[config.mk]
export PLATFORM = sky130hd
export DESIGN_NAME = digit_scan_ctrl
export DESIGN_NICKNAME = d
export VERILOG_FILES = /design/src/rtl/scan_pkg.sv /design/src/rtl/scan_next_idx.sv /design/src/rtl/digit_scan_ctrl.sv
export SDC_FILE = /design/constraint.sdc
export NUM_CORES = 1
export LEC_CHECK = 0
export CAP_MARGIN = 20
export CORE_ASPECT_RATIO = 1.75
export CORE_MARGIN = 8
export CORE_UTILIZATION = 49
export CTS_BUF_LIST = sky130_fd_sc_hd__clkbuf_4
export DETAILED_ROUTE_END_ITERATION = 10
export GPL_TIMING_DRIVEN = 1
export PLACE_DENSITY = 0.8
export SLEW_MARGIN = 15
export SYNTH_ARGS = -nofsm -noshare
export SYNTH_HDL_FRONTEND = slang
export SYNTH_SLANG_ARGS = --single-unit
[constraint.sdc]
create_clock -name clk -period 4.8 [get_ports clk]
set_clock_uncertainty 0.15 [all_clocks]
set_input_delay 0.48 -clock clk [delete_from_list [all_inputs] [get_ports clk]]
set_output_delay 0.48 -clock clk [all_outputs]
set_load 0.1 [all_outputs]
[src/rtl/scan_pkg.sv]
// Shared types and constants for the digit scan path.
package scan_pkg;

  typedef enum logic [1:0] {
    IDLE  = 2'd0,
    SHOW  = 2'd1,
    BLANK = 2'd2
  } scan_state_t;

  localparam int SCAN_DIGITS = 8;
  localparam int SCAN_IDX_W  = 3;

  // Decoder enable pattern {g1,g2,g3}
  localparam logic [2:0] DEC_EN_ON  = 3'b100;
  localparam logic [2:0] DEC_EN_OFF = 3'b000;

endpackage

[src/rtl/scan_next_idx.sv]
// Circular priority search: first set mask bit strictly after cur,
// wrapping 7->0, with cur itself considered last.
module scan_next_idx
  import scan_pkg::*;
(
  input  logic [SCAN_DIGITS-1:0] mask,
  input  logic [SCAN_IDX_W-1:0]  cur,
  output logic [SCAN_IDX_W-1:0]  nxt,
  output logic                   found,
  output logic                   wrap
);

  logic [SCAN_IDX_W-1:0] idx;

  // Walk offsets from farthest to nearest so the nearest hit wins.
  always_comb begin
    nxt   = cur;
    found = 1'b0;
    idx   = '0;
    for (int i = SCAN_DIGITS; i >= 1; i--) begin
      idx = cur + SCAN_IDX_W'(i);
      if (mask[idx]) begin
        nxt   = idx;
        found = 1'b1;
      end
    end
    wrap = found && (nxt <= cur);
  end

endmodule

[src/rtl/digit_scan_ctrl.sv]
// Time-multiplexed 8-digit scan controller driving a 3-to-8 decoder.
// Define DIGIT_SCAN_BLANK_EN to insert BLANK_CYC blanked clocks between digits.
module digit_scan_ctrl
  import scan_pkg::*;
#(
  parameter int DIV       = 50000,
  parameter int BLANK_CYC = 4
) (
  input  logic        clk,
  input  logic        rst_n,
  input  logic [7:0]  en_mask,
  input  logic [31:0] digit_data,
  output logic [2:0]  sel,
  output logic        g1,
  output logic        g2,
  output logic        g3,
  output logic [3:0]  nib,
  output logic        frame_done
);

  localparam int CMAX = (DIV > BLANK_CYC) ? DIV : BLANK_CYC;
  localparam int CW   = (CMAX > 1) ? $clog2(CMAX) : 1;

  scan_state_t           state, state_n;
  logic [CW-1:0]         cnt, cnt_n;
  logic [SCAN_IDX_W-1:0] sel_n;
  logic [2:0]            dec_en, dec_en_n;
  logic                  fd_n;

  logic [SCAN_IDX_W-1:0] srch_cur, srch_nxt;
  logic                  srch_found, srch_wrap;

  // From IDLE, starting the search at 7 yields the lowest set bit.
  assign srch_cur = (state == IDLE) ? SCAN_IDX_W'(SCAN_DIGITS - 1) : sel;

  scan_next_idx u_next (
    .mask  (en_mask),
    .cur   (srch_cur),
    .nxt   (srch_nxt),
    .found (srch_found),
    .wrap  (srch_wrap)
  );

  assign g1 = dec_en[2];
  assign g2 = dec_en[1];
  assign g3 = dec_en[0];

  // State, counter and registered outputs; reset dominates.
  always_ff @(posedge clk) begin
    if (!rst_n) begin
      state      <= IDLE;
      cnt        <= '0;
      sel        <= '0;
      dec_en     <= DEC_EN_OFF;
      nib        <= '0;
      frame_done <= 1'b0;
    end else begin
      state      <= state_n;
      cnt        <= cnt_n;
      sel        <= sel_n;
      dec_en     <= dec_en_n;
      nib        <= digit_data[sel*4 +: 4];
      frame_done <= fd_n;
    end
  end

  // Next-state: digit dwell, optional blanking, and advance to next enabled digit.
  always_comb begin
    state_n  = state;
    cnt_n    = cnt;
    sel_n    = sel;
    dec_en_n = dec_en;
    fd_n     = 1'b0;
    case (state)
      IDLE: begin
        dec_en_n = DEC_EN_OFF;
        if (srch_found) begin
          sel_n    = srch_nxt;
          dec_en_n = DEC_EN_ON;
          cnt_n    = '0;
          state_n  = SHOW;
        end
      end
      SHOW: begin
        if (cnt == CW'(DIV - 1)) begin
`ifdef DIGIT_SCAN_BLANK_EN
          state_n  = BLANK;
          dec_en_n = DEC_EN_OFF;
          cnt_n    = '0;
`else
          cnt_n = '0;
          if (srch_found) begin
            sel_n    = srch_nxt;
            dec_en_n = DEC_EN_ON;
            fd_n     = srch_wrap;
          end else begin
            dec_en_n = DEC_EN_OFF;
            state_n  = IDLE;
          end
`endif
        end else begin
          cnt_n = cnt + CW'(1);
        end
      end
`ifdef DIGIT_SCAN_BLANK_EN
      BLANK: begin
        if (cnt == CW'(BLANK_CYC - 1)) begin
          cnt_n = '0;
          if (srch_found) begin
            sel_n    = srch_nxt;
            dec_en_n = DEC_EN_ON;
            fd_n     = srch_wrap;
            state_n  = SHOW;
          end else begin
            dec_en_n = DEC_EN_OFF;
            state_n  = IDLE;
          end
        end else begin
          cnt_n = cnt + CW'(1);
        end
      end
`endif
      default: begin
        state_n  = IDLE;
        dec_en_n = DEC_EN_OFF;
        cnt_n    = '0;
      end
    endcase
  end

endmodule

==> qor.yml <==
critical_path:
  cp_cell_sequence: "buf_4, nor2b_4, inv_1, ha_1, xnor2_1, mux4_2, a2111oi_4, and3_2, ha_1, nor2_1, and3_1, and4_1, nand3_1, xor2_1, nor2_1"
  cp-start-kind: "register"
  crit_required_ns: 4.88
  slowest_delay_ns: 0.64
  arrival_ns: 4.38
  crit_fanout: 11
  critPathKind: "register to register"
  cp_slowest_cell: "mux4_2"
  worstSetupEndpointType: "register"
  rr_worst_depth: 15
detailed_routing:
  finalWirelength_um: 6810
  wl_per_cell_um: 19.5
  viasPerCell: 6.26
  firstDrtPassIters: 5
  drc_errors: 0
  ant_nets: 0
  dr_total_vias: 2184
  drt_first_iter_violations: 140
timing:
  fin_crit_sh: 0.896
  hold_viol_final: 0
  max_freq_ghz: 0.233
  slew_violations: 0
  grt_setup_unrepaired: "false"
  setup_viol: 0
  period_needed_ns: 4.30
  fin_tns_setup_ns: 0
  finalWorstSetupSlack_ns: 0.501
  relSlewSlack: 0.336
  worst_pin_slew_ns: 0.993
die:
  num_rows: 33
  io-pin-count: 53
  die_area_um2: 7450
  chipHeight_um: 108
  initial_core_util: 0.507
  die_w_um: 68.8
  core-area_um2: 4710
cts:
  clk_latency_ns: 0.32
  cts_root_buffer: "clkbuf_4"
  cts_resized: 0
  cts_buffers: 3
  postCtsHoldBufs: 0
  clkSlewWorstSetupHoldPaths_ns: 0.13
  cts.sinks: 26
  tritoncts: "done"
  htreeDepth: 1
  clockBufferDepth: 2
  post_cts_buffers: 0
placement:
  place.port_buffers: 50
  dpl.cell_count: 344
  dp_hpwl_um: 5690
  place_ws_ns: 0.545
  gp_congestion: 1.04
yosys:
  ys.flop_type: "dfxtp_1"
  yosysTopAreaCell: "dfxtp_1"
  synthDistinctLibCells: 59
  synth-seq-cells: 26
  synth_commonest_cells: "nor2_1 (29), dfxtp_1 (26), mux2i_1 (14), nand2_1 (14), mux4_2 (13)"
  yosys_warnings: 0
  synth_cells: 246
  synth_edf_count: 0
  ys_top_cells_by_area: "dfxtp_1 (22%), mux4_2 (12%), mux4_1 (7.7%)"
  synth_top_area_share: 0.218
  syn_area_um2: 2390
  synth_seq_area_share: 0.218
  synth.most_common_cell: "nor2_1"
  syn_area_per_cell_um2: 9.70
  ys_async_sr_fraction: 0
power_and_ir_drop:
  power_density_nw_per_um2: 505
  p_total_mw: 1.49
  leakagePower_nw: 1.14
  vdd_ir_drop_max_mv: 0.372
run_status:
  status: "finished, final reports clean"
hold_path:
  hold_path.class: "register to register"
  hold_depth: 2
finish:
  n_antenna_cell: 0
  final_nets: 347
  layout-drive-gt1-share: 0.135
  area_growth_pct: 23.6
  instances_no_fill: 349
flow_run:
  max-cap-violations: 0
global_route:
  grt_remaining_overflow: 0
  globalRouteTotalUtil: 0.185
  grt_max_degree: 17
  grt_first_pass_wirelength_um: 10800
  grt_pass1_vias: 2257
  antenna_found_initial: 0
cells in the final DEF, fill, tap and decap left out, types with 4 or more instances in the layout:
| cell | count |
|---|---|
| mux4_2 | 13 |
| clkdlybuf4s50_1 | 50 |
| ha_1 | 7 |
| mux2_2 | 5 |
| nor2b_1 | 5 |
| nor2_1 | 29 |
| o21ai_0 | 9 |
| and3_1 | 4 |
| xor2_1 | 8 |
| nand3_1 | 9 |
| dfxtp_1 | 26 |
| nand2_1 | 14 |
| mux2i_1 | 14 |
| a31oi_1 | 5 |
| a21oi_1 | 8 |
| inv_1 | 11 |
| buf_4 | 8 |
| mux4_1 | 7 |
| xnor2_1 | 12 |
area by class of cell:
| type | count | area, um^2 |
|---|---|---|
| Clock buffer | 3 | 22.5 |
| Clock inverter | 1 | 3.75 |
| Fill cell | 409 | 1760 |
| Inverter | 13 | 66.3 |
| Multi-Input combinational cell | 196 | 1710 |
| Sequential cell | 26 | 520 |
| Tap cell | 52 | 65.1 |
| Timing Repair Buffer | 58 | 561 |
path summary, 6_finish.rpt:
path	slack, ns	from	endpoint
setup / recovery	0.50	state[0]	cnt[13]
setup reg to reg	0.50	state[0]	cnt[13]
hold / removal	0.39	cnt[10]	cnt[10]
hold reg to reg	0.39	cnt[10]	cnt[10]
through the flow:
step                hold slack, ns  utilization  instance area (um^2)
global placement             0.347        0.620                  2920
CTS                          0.382        0.625                  2940
finish                       0.389        0.627                  2950
detailed placement           0.352        0.620                  2920
floorplan                    0.321            -                  2390
global route                 0.423        0.627                  2950
metal layers:
metal  track usage  wire [um]  part of all wire  up-vias
li1              -          -                 -     1028
met1         0.183       2250              0.33     1059
met2         0.349       3940              0.58       65
met3        0.0155        192             0.028       32
met4         0.110        421             0.062        0
met5             0          0                 0        -
worst max-delay path, delay by kind of cell (launching register included):
kind / cells / cell delay [ns]
AOI/OAI and AO/OA: 1 / 0.41
xor gates and xnor gates: 2 / 0.64
adders and majority gates: 2 / 0.51
muxes: 1 / 0.64
DFF: 1 / 0.36
buffers and inverters: 2 / 0.26
and+or+nand+nor: 7 / 1.24
cells by family (layout without fill, tap and decap cells):
group           count (synthesis)  in the layout  share of synthesized area
compound gates                 45             45                      0.134
xor+xnor                       20             20                     0.0734
fa+ha+maj                       7              7                     0.0367
buf+inv                        25             75                     0.0660
flops                          26             26                      0.218
mux                            41             41                      0.295
other cells                     1              2                    0.00157
simple gates                   81             81                      0.176
registers in the layout, summed over array words and instances (netlist names):
name and cells:
cnt 16, dec_en 1, frame_done 1, nib 4, sel 3, state 1
power breakdown:
group / switching [mW] / internal, mW
clock network: 0.0628 / 0.0305
logic: 0.666 / 0.462
registers: 0.0246 / 0.244
total: 0.754 / 0.737
Note: power is estimated with default switching activity, not from simulation.
